## config.mk

```make
export PLATFORM = sky130hd
export DESIGN_NAME = alu_result_stage
export DESIGN_NICKNAME = d
export VERILOG_FILES = /design/src/rtl/alu_result_stage.sv
export SDC_FILE = /design/constraint.sdc
export NUM_CORES = 1
export LEC_CHECK = 0
export ABC_AREA = 1
export CAP_MARGIN = 10
export CORE_MARGIN = 2
export CORE_UTILIZATION = 50
export CTS_BUF_LIST = sky130_fd_sc_hd__clkbuf_4
export DETAILED_ROUTE_END_ITERATION = 10
export GPL_TIMING_DRIVEN = 0
export HOLD_SLACK_MARGIN = 0.08
export PLACE_DENSITY = 0.78
export SETUP_SLACK_MARGIN = 0.1
export SLEW_MARGIN = 40
export SYNTH_ARGS = -nofsm -noshare
export SYNTH_HDL_FRONTEND = slang
export SYNTH_SLANG_ARGS = --single-unit
```

## constraint.sdc

```tcl
create_clock -name clk -period 7.75 [get_ports clk]
set_input_delay 2.325 -clock clk [delete_from_list [all_inputs] [get_ports clk]]
set_output_delay 2.325 -clock clk [all_outputs]
set_load 0.01 [all_outputs]
```

## src/rtl/alu_result_stage.sv

```systemverilog
// Registered two-entry elastic buffer behind the ALU: head plus skid storage,
// flag masking, sticky carry/overflow status and a retired-operation counter.
module alu_result_stage #(
    parameter int WIDTH = 32,
    parameter int CNT_W = 16
) (
    input  logic             clk,
    input  logic             rst,
    input  logic             in_valid,
    output logic             in_ready,
    input  logic [WIDTH-1:0] in_result,
    input  logic             in_zero,
    input  logic             in_carry,
    input  logic             in_overflow,
    input  logic [2:0]       in_opcode,
    output logic             out_valid,
    input  logic             out_ready,
    output logic [WIDTH-1:0] out_result,
    output logic             out_zero,
    output logic             out_carry,
    output logic             out_overflow,
    output logic [2:0]       out_opcode,
    input  logic             clr_sticky,
    output logic             sticky_carry,
    output logic             sticky_overflow,
    output logic [CNT_W-1:0] op_count
);

    typedef struct packed {
        logic [WIDTH-1:0] result;
        logic             zero;
        logic             carry;
        logic             overflow;
        logic [2:0]       opcode;
    } entry_t;

    typedef enum logic [1:0] {
        EMPTY = 2'd0,
        ONE   = 2'd1,
        FULL  = 2'd2
    } state_t;

    state_t stateQ;
    state_t stateNext;
    entry_t head;
    entry_t skid;
    entry_t incoming;

    logic accept;
    logic retire;
    logic flagsLive;
    logic loadHeadIn;
    logic loadHeadSkid;
    logic loadSkid;

    assign in_ready  = (stateQ != FULL);
    assign out_valid = (stateQ != EMPTY);
    assign accept    = in_valid && in_ready;
    assign retire    = out_valid && out_ready;

    // Carry/overflow only mean something for add and sub; the ALU's own
    // zero flag is not trusted, zero is derived from the stored result.
    always_comb begin
        flagsLive         = (in_opcode == 3'b000) || (in_opcode == 3'b001);
        incoming.result   = in_result;
        incoming.zero     = (in_result == '0);
        incoming.carry    = in_carry && flagsLive;
        incoming.overflow = in_overflow && flagsLive;
        incoming.opcode   = in_opcode;
    end

    always_comb begin
        stateNext    = stateQ;
        loadHeadIn   = 1'b0;
        loadHeadSkid = 1'b0;
        loadSkid     = 1'b0;
        unique case (stateQ)
            EMPTY: begin
                if (accept) begin
                    loadHeadIn = 1'b1;
                    stateNext  = ONE;
                end
            end
            ONE: begin
                if (accept && retire) begin
                    loadHeadIn = 1'b1;
                end else if (accept) begin
                    loadSkid  = 1'b1;
                    stateNext = FULL;
                end else if (retire) begin
                    stateNext = EMPTY;
                end
            end
            FULL: begin
                if (retire) begin
                    loadHeadSkid = 1'b1;
                    stateNext    = ONE;
                end
            end
            default: begin
                stateNext = EMPTY;
            end
        endcase
    end

    always_ff @(posedge clk or posedge rst) begin
        if (rst) begin
            stateQ <= EMPTY;
        end else begin
            stateQ <= stateNext;
        end
    end

    always_ff @(posedge clk or posedge rst) begin
        if (rst) begin
            head <= '0;
            skid <= '0;
        end else begin
            if (loadHeadIn) begin
                head <= incoming;
            end else if (loadHeadSkid) begin
                head <= skid;
            end
            if (loadSkid) begin
                skid <= incoming;
            end
        end
    end

    // A flag arriving in the same cycle as a clear survives the clear.
    always_ff @(posedge clk or posedge rst) begin
        if (rst) begin
            sticky_carry    <= 1'b0;
            sticky_overflow <= 1'b0;
        end else begin
            sticky_carry    <= (clr_sticky ? 1'b0 : sticky_carry)
                             | (accept && incoming.carry);
            sticky_overflow <= (clr_sticky ? 1'b0 : sticky_overflow)
                             | (accept && incoming.overflow);
        end
    end

    always_ff @(posedge clk or posedge rst) begin
        if (rst) begin
            op_count <= '0;
        end else if (retire) begin
            op_count <= op_count + 1'b1;
        end
    end

    assign out_result   = head.result;
    assign out_zero     = head.zero;
    assign out_carry    = head.carry;
    assign out_overflow = head.overflow;
    assign out_opcode   = head.opcode;

    logic unusedZero;
    assign unusedZero = in_zero;

endmodule

```

==> impl_metrics.env <==
export IMPL_outcome="finished clean"
export IMPL_syn_area_per_cell_um2=8.015
export IMPL_synth_cells=545
export IMPL_grt_use_met3=0.04460
export IMPL_post_cts_buffers=0
export IMPL_synth_simple_area_share=0.2498
export IMPL_drtIter0Drc=246
export IMPL_yosysTopAreaCellShare=0.5500
export IMPL_ys_ff_latch=96
export IMPL_dp_hpwl_mm=7.986
export IMPL_synth_compound_area_frac=0.1152
export IMPL_cp_start_kind="flip-flop"
export IMPL_ys_types=23
export IMPL_rsz0062_at_grt="false"
export IMPL_clockBufferDepth=2
export IMPL_cts_root_buf="clkbuf_4"
export IMPL_row_count=34
export IMPL_hold_viol_final=0
export IMPL_place_gp_congestion=0.8485
export IMPL_cp_max_fo=4
export IMPL_final_cells=769
export IMPL_synth_warnings=0
export IMPL_finalSetupTns_ns=0
export IMPL_crit_type="flip-flop to output pin"
export IMPL_skew_ns=0.02097
export IMPL_end_kind="output pin"
export IMPL_antenna_found_initial=0
export IMPL_area_delta_synth_final_pct=29.22
export IMPL_tightest_slew_ns=0.4553
export IMPL_n_antenna_cell=0
export IMPL_drv_cap=0
export IMPL_fin_ws_ns=3.796
export IMPL_p_leak_uw=0.002608
export IMPL_powerDensity_mw_per_mm2=290.1
export IMPL_slew_viol_final=0
export IMPL_grt_pass1_vias=3849
export IMPL_core_mm2=0.008593
export IMPL_start_util=0.5083
export IMPL_dieArea_mm2=0.009499
export IMPL_grtUsageMet1=0.3349
export IMPL_cp_required_ns=5.43
export IMPL_via_per_inst=5.161
export IMPL_die_y_um=97.47
export IMPL_path_cells="inv_2 -> nor2_1 -> inv_1 -> clkdlybuf4s50_1"
export IMPL_max_freq_mhz=252.9
export IMPL_nNetsFinal=700
export IMPL_hold_buffers=0
export IMPL_fillers=714
export IMPL_synth_top_family_by_area="simple AND/OR/NAND/NOR gates"
export IMPL_sw_frac_of_total=0.3560
export IMPL_cpPeakStageDelay_ns=0.55
export IMPL_holdPathStages=2
export IMPL_yosys_area_share_xor_xnor=0.01604
export IMPL_synthAdderAreaFrac=0.002865
export IMPL_use_met2=0.3793
export IMPL_setup_violations=0
export IMPL_cts_resized=0
export IMPL_slew_headroom=0.6965
export IMPL_insertion_delay_ns=0.44
export IMPL_io_pins=101
export IMPL_p_clk_frac=0.146
export IMPL_grt_usage=0.2403
export IMPL_r2r_cells=6
export IMPL_placed_cells=753
export IMPL_dr_total_vias=3969
export IMPL_syn_cell_area_mm2=0.004368
export IMPL_dp_slack_ns=3.724
export IMPL_ant_nets=0
export IMPL_cts_made_buffers=9
export IMPL_slowest_stage="clkdlybuf4s50_1"
export IMPL_cts_tree="built"
export IMPL_drive_gt1_frac=0.06657
export IMPL_comb_power_share=0.371
export IMPL_remaining_drc_errors=0
export IMPL_htreeDepth=3
export IMPL_drt_first_pass_iters=5
export IMPL_yosysSeqAreaShare=0.5500
export IMPL_worstPathArrival_ns=1.63
export IMPL_fin_crit_sh=0.5101
export IMPL_grt_pass1_wl_mm=18.47
export IMPL_syn_nets=589
export IMPL_ys_top_cells_by_area="dfrtp_1 55%, nand2_1 15%, o21ai_0 7.3%, nor2_1 5.2%, inv_1 3.5%"
export IMPL_min_period_ns=3.954
export IMPL_intPower_uw=1054
export IMPL_overflow=0
export IMPL_switchingPower_uw=582.8
export IMPL_grt_max_degree=54
export IMPL_clk_pin_slew_ns=0.15
export IMPL_hp_class="flip-flop to flip-flop"
export IMPL_io_buffers=99
export IMPL_synth_mux_area_fraction=0
export IMPL_routedWlPerCell_um=14.37
export IMPL_pwr_share_seq=0.483
export IMPL_peakVddDrop_v=0.0001422
export IMPL_cts_sinks=96
export IMPL_routed_wl_mm=11.05
export IMPL_die_x_um=97.47
export IMPL_yosysTopAreaCell="dfrtp_1"
export IMPL_top_usage_layer="met2"
-- state kept, by name, summed over array words and instances (netlist names) --
name,count
sticky_carry,1
stateQ,2
skid,38
out_zero,1
out_result,32
sticky_overflow,1
out_carry,1
out_opcode,3
op_count,16
out_overflow,1
-- cell type report --
class,count,area (um^2),area share
repair buffers,100,1018,0.1804
flip-flops and latches,96,2402,0.4256
multi-input cells,381,1677,0.2971
inverters,44,172.7,0.03059
clock inverters,7,47.55,0.008424
clock buffers,9,67.56,0.01197
plain buffers,24,123.9,0.02195
well taps,108,135.1,0.02394
-- worst paths after layout --
path / end / slack [ns] / from
worst max-delay path: in_ready / 3.80 / stateQ[1]
worst min-delay path: skid[10] / 0.48 / skid[10]
worst max register to register: out_result[25] / 6.09 / stateQ[1]
worst min register to register: skid[10] / 0.48 / skid[10]
max in group asynchronous: out_result[3] / 4.93 / rst
min in group asynchronous: skid[17] / 2.25 / rst
-- logic make-up after synthesis --
kind of cell               count (synthesis)
DFF                                       96
adders and majority gates                  1
AOI/OAI and AO/OA                         99
xor gates and xnor gates                   8
buffers and inverters                     68
and+or+nand+nor                          273
-- metrics by stage --
step                utilization  hold WS (ns)  power [uW]  area (um^2)
finish                   0.6568        0.4829        1637         5644
global route             0.6568        0.5004        1753         5644
CTS                      0.6568        0.4857        1647         5644
detailed placement       0.6434        0.4529        1407         5529
global placement         0.6393        0.4486        1388         5494
floorplan                     -        0.4367        1093         4368
-- cell usage after synthesis --
cell type	count
ha_1	1
xor2_1	2
buf_6	1
inv_1	41
a21oi_1	20
nor2_1	61
buf_2	12
inv_2	3
nor3_1	1
o211ai_1	2
nor2_2	5
nand3_1	29
dfrtp_1	96
o21ai_0	64
nand3b_1	1
o22ai_1	2
buf_4	3
nand2_2	2
clkbuf_1	8
xnor2_1	6
o21ai_1	11
nor2_4	1
nand2_1	173
-- cell usage in the layout, fill, tap and decap left out, types with 3 or more instances in the layout --
master / n
inv_1: 40
dfrtp_1: 96
buf_4: 3
inv_2: 3
clkdlybuf4s50_1: 99
a21oi_1: 20
nand2_1: 173
buf_2: 12
clkbuf_4: 9
nor2_1: 61
clkbuf_1: 8
nor2_2: 5
o21ai_1: 11
o21ai_0: 64
xnor2_1: 6
nand3_1: 29
-- power groups by stage --
stage	Combinational, uW	Sequential [uW]	Clock [uW]
6_report	608	791	239
5_1_grt	673	813	266
4_1_cts	612	790	245
3_5_place_dp	609	798	0
3_3_place_gp	593	795	0
2_1_floorplan	266	827	0
-- metal layers --
layer / routed length (um) / vias up
li1: - / 1944
met1: 5017 / 1859
met2: 5110 / 148
met3: 681 / 18
met4: 240 / 0
met5: 0 / -
-- worst max-delay path, delay by kind of cell (launching register included) --
| kind | cells | cell delay (ns) |
|---|---|---|
| buffers and inverters | 3 | 0.73 |
| DFF | 1 | 0.42 |
| and+or+nand+nor | 1 | 0.05 |
Power figures use the tool's default switching activity.
